## src/rtl/mem_rr_arbiter_pkg.sv

```systemverilog
// Shared definitions for the round-robin memory arbiter and the core-side bus glue.
// Holds the sequencer state encoding and the flattened request-bus field layout.
package mem_rr_arbiter_pkg;

    localparam int unsigned CTRL_W = 3;

    typedef enum logic [1:0] {
        ST_IDLE      = 2'd0,
        ST_ISSUE     = 2'd1,
        ST_WAIT_DONE = 2'd2,
        ST_RESP      = 2'd3
    } arb_state_e;

    // LSB of requester idx's field in a flattened per-requester bus of fields width bits wide.
    function automatic int unsigned fld_lsb(input int unsigned idx, input int unsigned width);
        return idx * width;
    endfunction

endpackage

```

## src/rtl/mem_rr_arbiter_rr_pick.sv

```systemverilog
// Combinational round-robin picker: first eligible requester at or after the pointer.
// Eligibility is the request vector masked by the lock mask.
module mem_rr_arbiter_rr_pick #(
    parameter int unsigned NREQ = 2
) (
    input  logic [NREQ-1:0]         req_i,
    input  logic [$clog2(NREQ)-1:0] ptr_i,
    input  logic [NREQ-1:0]         mask_i,
    output logic [NREQ-1:0]         gnt_oh_c_o,
    output logic [$clog2(NREQ)-1:0] gnt_idx_c_o,
    output logic                    gnt_vld_c_o
);

    localparam int unsigned IDX_W = $clog2(NREQ);

    logic [NREQ-1:0]  elig;
    logic [IDX_W:0]   sum;
    logic [IDX_W-1:0] cand;
    logic             found;

    // Walk NREQ slots from the pointer; the wrap is a single subtract since ptr and k are both < NREQ.
    always_comb begin
        elig        = req_i & mask_i;
        found       = 1'b0;
        sum         = '0;
        cand        = '0;
        gnt_idx_c_o = '0;
        for (int unsigned k = 0; k < NREQ; k++) begin
            sum = {1'b0, ptr_i} + (IDX_W+1)'(k);
            if (sum >= (IDX_W+1)'(NREQ)) begin
                sum = sum - (IDX_W+1)'(NREQ);
            end
            cand = sum[IDX_W-1:0];
            if (!found && elig[cand]) begin
                found       = 1'b1;
                gnt_idx_c_o = cand;
            end
        end
        gnt_vld_c_o = found;
        gnt_oh_c_o  = found ? (NREQ'(1) << gnt_idx_c_o) : '0;
    end

endmodule

```

## src/rtl/mem_rr_arbiter.sv

```systemverilog
// Round-robin arbiter/sequencer sharing one memory port between NREQ requesters,
// with start timeout and bus lock for atomic read-modify-write sequences.
module mem_rr_arbiter
    import mem_rr_arbiter_pkg::*;
#(
    parameter int unsigned NREQ     = 2,
    parameter int unsigned ADDR_W   = 32,
    parameter int unsigned DATA_W   = 32,
    parameter int unsigned START_TO = 16
) (
    input  logic                     CLK,
    input  logic                     RST_X,
    input  logic                     init_done,
    input  logic [NREQ-1:0]          req_valid,
    input  logic [NREQ-1:0]          req_we,
    input  logic [NREQ-1:0]          req_lock,
    input  logic [NREQ*ADDR_W-1:0]   req_addr,
    input  logic [NREQ*DATA_W-1:0]   req_wdata,
    input  logic [NREQ*CTRL_W-1:0]   req_ctrl,
    output logic [NREQ-1:0]          req_ack,
    output logic [NREQ-1:0]          rsp_valid,
    output logic                     rsp_err,
    output logic [DATA_W-1:0]        rsp_rdata,
    output logic [$clog2(NREQ)-1:0]  grant,
    output logic                     mem_le,
    output logic                     mem_we,
    output logic [ADDR_W-1:0]        mem_addr,
    output logic [DATA_W-1:0]        mem_wdata,
    output logic [CTRL_W-1:0]        mem_ctrl,
    input  logic                     mem_busy,
    input  logic [DATA_W-1:0]        mem_rdata
);

    localparam int unsigned IDX_W = $clog2(NREQ);
    localparam int unsigned TO_W  = $clog2(START_TO + 1);

    arb_state_e       state_q, state_d;
    logic [IDX_W-1:0] grant_q, grant_d;
    logic [IDX_W-1:0] ptr_q, ptr_d;
    logic             lock_vld_q, lock_vld_d;
    logic [IDX_W-1:0] lock_own_q, lock_own_d;
    logic [ADDR_W-1:0] addr_q, addr_d;
    logic [DATA_W-1:0] wdata_q, wdata_d;
    logic [CTRL_W-1:0] ctrl_q, ctrl_d;
    logic             le_q, le_d;
    logic             we_q, we_d;
    logic [NREQ-1:0]  rsp_valid_q, rsp_valid_d;
    logic             rsp_err_q, rsp_err_d;
    logic [DATA_W-1:0] rdata_q, rdata_d;
    logic [TO_W-1:0]  cnt_q, cnt_d;
    logic [NREQ-1:0]  req_ack_c;

    logic [ADDR_W-1:0] addr_a  [NREQ];
    logic [DATA_W-1:0] wdata_a [NREQ];
    logic [CTRL_W-1:0] ctrl_a  [NREQ];

    for (genvar g = 0; g < NREQ; g++) begin : g_unpack
        assign addr_a[g]  = req_addr[fld_lsb(g, ADDR_W) +: ADDR_W];
        assign wdata_a[g] = req_wdata[fld_lsb(g, DATA_W) +: DATA_W];
        assign ctrl_a[g]  = req_ctrl[fld_lsb(g, CTRL_W) +: CTRL_W];
    end

    logic [NREQ-1:0]  lock_mask;
    logic [NREQ-1:0]  pick_oh;
    logic [IDX_W-1:0] pick_idx;
    logic             pick_vld;

    // While a lock is held only its owner may win arbitration.
    assign lock_mask = lock_vld_q ? (NREQ'(1) << lock_own_q) : {NREQ{1'b1}};

    mem_rr_arbiter_rr_pick #(
        .NREQ (NREQ)
    ) u_rr_pick (
        .req_i       (req_valid),
        .ptr_i       (ptr_q),
        .mask_i      (lock_mask),
        .gnt_oh_c_o  (pick_oh),
        .gnt_idx_c_o (pick_idx),
        .gnt_vld_c_o (pick_vld)
    );

    always_ff @(posedge CLK or negedge RST_X) begin
        if (!RST_X) begin
            state_q     <= ST_IDLE;
            grant_q     <= '0;
            ptr_q       <= '0;
            lock_vld_q  <= 1'b0;
            lock_own_q  <= '0;
            addr_q      <= '0;
            wdata_q     <= '0;
            ctrl_q      <= '0;
            le_q        <= 1'b0;
            we_q        <= 1'b0;
            rsp_valid_q <= '0;
            rsp_err_q   <= 1'b0;
            rdata_q     <= '0;
            cnt_q       <= '0;
        end else begin
            state_q     <= state_d;
            grant_q     <= grant_d;
            ptr_q       <= ptr_d;
            lock_vld_q  <= lock_vld_d;
            lock_own_q  <= lock_own_d;
            addr_q      <= addr_d;
            wdata_q     <= wdata_d;
            ctrl_q      <= ctrl_d;
            le_q        <= le_d;
            we_q        <= we_d;
            rsp_valid_q <= rsp_valid_d;
            rsp_err_q   <= rsp_err_d;
            rdata_q     <= rdata_d;
            cnt_q       <= cnt_d;
        end
    end

    // Strobes and rsp_valid are set on the transition into their state so they leave flops.
    always_comb begin
        state_d     = state_q;
        grant_d     = grant_q;
        ptr_d       = ptr_q;
        lock_vld_d  = lock_vld_q;
        lock_own_d  = lock_own_q;
        addr_d      = addr_q;
        wdata_d     = wdata_q;
        ctrl_d      = ctrl_q;
        le_d        = le_q;
        we_d        = we_q;
        rsp_valid_d = '0;
        rsp_err_d   = 1'b0;
        rdata_d     = rdata_q;
        cnt_d       = cnt_q;
        req_ack_c   = '0;

        unique case (state_q)
            ST_IDLE: begin
                if (init_done && !mem_busy && pick_vld) begin
                    req_ack_c = pick_oh;
                    grant_d   = pick_idx;
                    addr_d    = addr_a[pick_idx];
                    wdata_d   = wdata_a[pick_idx];
                    ctrl_d    = ctrl_a[pick_idx];
                    le_d      = !req_we[pick_idx];
                    we_d      = req_we[pick_idx];
                    cnt_d     = '0;
                    state_d   = ST_ISSUE;
                end
            end
            ST_ISSUE: begin
                if (mem_busy) begin
                    le_d    = 1'b0;
                    we_d    = 1'b0;
                    state_d = ST_WAIT_DONE;
                end else if (cnt_q == TO_W'(START_TO - 1)) begin
                    le_d        = 1'b0;
                    we_d        = 1'b0;
                    rsp_valid_d = NREQ'(1) << grant_q;
                    rsp_err_d   = 1'b1;
                    state_d     = ST_RESP;
                end else begin
                    cnt_d = cnt_q + TO_W'(1);
                end
            end
            ST_WAIT_DONE: begin
                if (!mem_busy) begin
                    rdata_d     = mem_rdata;
                    rsp_valid_d = NREQ'(1) << grant_q;
                    state_d     = ST_RESP;
                end
            end
            ST_RESP: begin
                if (req_lock[grant_q]) begin
                    lock_vld_d = 1'b1;
                    lock_own_d = grant_q;
                end else begin
                    lock_vld_d = 1'b0;
                    ptr_d      = (grant_q == IDX_W'(NREQ - 1)) ? '0 : grant_q + IDX_W'(1);
                end
                state_d = ST_IDLE;
            end
            default: state_d = ST_IDLE;
        endcase
    end

    assign req_ack   = req_ack_c;
    assign rsp_valid = rsp_valid_q;
    assign rsp_err   = rsp_err_q;
    assign rsp_rdata = rdata_q;
    assign grant     = grant_q;
    assign mem_le    = le_q;
    assign mem_we    = we_q;
    assign mem_addr  = addr_q;
    assign mem_wdata = wdata_q;
    assign mem_ctrl  = ctrl_q;

endmodule
```

## config.mk

```make
export PLATFORM = sky130hd
export DESIGN_NAME = mem_rr_arbiter
export DESIGN_NICKNAME = d
export VERILOG_FILES = /design/src/rtl/mem_rr_arbiter_pkg.sv /design/src/rtl/mem_rr_arbiter_rr_pick.sv /design/src/rtl/mem_rr_arbiter.sv
export SDC_FILE = /design/constraint.sdc
export NUM_CORES = 1
export LEC_CHECK = 0
export ABC_AREA = 1
export BUFFER_PORTS_ARGS = -buffer_cell sky130_fd_sc_hd__buf_2
export CAP_MARGIN = 5
export CORE_MARGIN = 2
export CORE_UTILIZATION = 46
export DETAILED_ROUTE_END_ITERATION = 6
export MAX_ROUTING_LAYER = met4
export PLACE_DENSITY = 0.81
export SYNTH_ARGS = -nofsm -noshare
export SYNTH_HDL_FRONTEND = slang
export SYNTH_SLANG_ARGS = --single-unit
export TNS_END_PERCENT = 100
```

## constraint.sdc

```tcl
create_clock -name CLK -period 1.82 [get_ports CLK]
set_input_delay 0.273 -clock CLK [delete_from_list [all_inputs] [get_ports CLK]]
set_output_delay 0.273 -clock CLK [all_outputs]
set_load 0.02 [all_outputs]
```

==> out/metrics.yaml <==
maxSlewHeadroom_pct: 71.93
synth.avg_cell_area_um2: 8.020
timing.final.crit_share_pct: 96.45
ys_ff_latch: 115
synth_top_cell_area_share_pct: 52.69
drt_iter0_drc: 344
grt_overflow: 0
most-common-layout-cells: "436 x nand2_1, 279 x buf_2, 115 x dfrtp_1"
htreeDepth: 4
drv_slew: 0
fillers: 975
syn_to_final_growth_pct: 42.91
rsz0062_at_grt: "yes"
start_kind: "flop"
wl_per_cell_um: 13.08
synth_area_leader_cell: "dfrtp_1"
critPathMaxFanout: 3
cts.sinks: 115
end_kind: "output port"
fin_nets: 1159
drc: 20
core.rowCount: 39
worstMarginPinSlew_ns: 0.4211
ir_worst_vdd_v: 0.0009302
place_area_um2: 7046
dp_hpwl_um: 10810
drive_gt1_share_pct: 37.68
num_antenna_cells: 0
drv_cap: 0
failed_checks: "DRC"
antenna_found_initial: 0
fin_skew_ns: 0.008794
final_common_cell: "nand2_1"
clock_latency_ns: 0.40
firstDrtPassIters: 6
setup-tns-final_ns: 0
die_w_um: 113.0
required_ns: 1.55
pwr_density_cell_nw_per_um2: 1781
leakagePower_nw: 4.601
detail-route-antenna-nets: 0
setup_viol: 0
ys_top_cells_by_area: "dfrtp_1 53%, nand2_1 30%, mux2_2 4.1%"
fin_util_pct: 67.77
finalWirelength_um: 14820
io_pins: 283
criticalPathCategory: "flop to output port"
grt_pass1_wl_um: 24270
gp_congestion: 0.8458
initial_utilization_pct: 47.43
syn_inst: 681
synth_fp_nets: 863
yosysSeqAreaShare_pct: 52.69
die_y_um: 113.0
die-area_um2: 12760
grt_pass1_vias: 5145
yosysUniqueCellTypes: 28
vias_per_cell: 4.640
coreArea_um2: 11520
numCtsBuffers: 17
period_minus_slack_ns: 1.755
clk_pin_slew_ns: 0.05
ys_warn_count: 0
hold_viol: 0
grt_max_degree: 37
power_mw: 13.90
fin_area_um2: 7805
netlist_area_um2: 5461
hold_class: "primary input to flop"
max_freq_mhz: 569.7
vias: 5257
status: "complete, but fails checks"
clockBufferDepth: 2
grt_use_total_pct: 24.68
portBuffers: 282
cts_tree: "yes"
arrival_ns: 1.48
hold_ws_ns: 0.08535
cts_root_buf: "clkbuf_16"
[final cells by class]
cell class / count / area (um^2) / area share (%)
clock inverter: 7 / 121.4 / 1.555
timing repair buffer: 307 / 1695 / 21.72
multi-input combinational: 518 / 2369 / 30.35
tap: 143 / 178.9 / 2.292
clock buffer: 25 / 495.5 / 6.348
inverter: 18 / 67.56 / 0.8657
sequential: 115 / 2878 / 36.87
[synth_stat cells (all sizes together)]
cell and number:
o21ai 9, nand4 3, a32o 1, ha 6
a21oi 3, o21bai 1, nor2 7, nand2 440
dfrtp 115, buf 24, nand3b 1, o211ai 1
inv 18, nor4 2, nand3 6, mux2 32
or2 3, clkbuf 8, xor2 1
[path summary, 6_finish.rpt]
kind / from / endpoint / slack, ns / cells after the start
min in group asynchronous: RST_X / rsp_rdata[8] / 0.37 / 2
max in group asynchronous: RST_X / mem_wdata[15] / 0.84 / 3
setup reg to reg: cnt_q[0] / cnt_q[1] / 0.19 / 10
hold / removal: mem_rdata[26] / rsp_rdata[26] / 0.09 / 2
hold reg to reg: mem_wdata[18] / mem_wdata[18] / 0.47 / 2
setup / recovery: lock_vld_q / req_ack[0] / 0.06 / 6
[logic make-up (layout without fill, tap and decap cells)]
group | count (synthesis) | after routing | share of synthesized area (%)
muxes | 32 | 32 | 6.598
buffers and inverters | 50 | 357 | 4.834
AOI/OAI and AO/OA | 15 | 15 | 1.558
and+or+nand+nor | 462 | 464 | 32.78
adders and majority gates | 6 | 6 | 1.375
DFF | 115 | 115 | 52.69
xor gates and xnor gates | 1 | 1 | 0.1604
[per-stage QoR]
step                setup WS [ns]  instances
CTS                    -0.0003545       1131
global placement           0.1706       1089
floorplan                  0.1912        681
global route             -0.02486       1133
finish                    0.06465       1133
detailed placement        0.08993       1089
[critical path, stage by stage, from the launching register on]
cell      delay (ns)
dfrtp_1         0.40
nand2_1         0.09
nand3b_1        0.14
nand2_4         0.13
inv_2           0.06
nor2_4          0.13
buf_6           0.13
[per-layer routing]
metal  GRT usage, %  vias up  routed length, um
met5              -        -                  0
met3          5.517       19               1197
li1               -     2682                  -
met1          30.11     2334               6110
met2          41.41      222               7241
met4          7.398        0                269
[state kept, by name, summed over array words and instances (netlist names)]
name and count:
mem_we 1, cnt_q 5, rsp_rdata 32, mem_ctrl 3, rsp_valid 2, grant 1, mem_addr 32, mem_le 1
lock_own_q 1, rsp_err 1, state_q 2, ptr_q 1, lock_vld_q 1, mem_wdata 32
[report_power, final]
part,internal [mW],switching [mW],total [mW]
sequential,3.78,0.621,4.40
clock,2.30,1.10,3.40
combinational,2.24,3.87,6.10
[timing repair]
item / 4_1_cts / 5_1_grt
pin swaps: 3 / 6
endpoints found under the hold margin: 27 / 0
gates resized for setup: 3 / 16
hold buffers: 1 / 0
endpoints found under the setup margin: 2 / 7
cloned: 1 / 1
buffers inserted: 8 / 1
No activity file was read; power rests on OpenSTA's default activity.
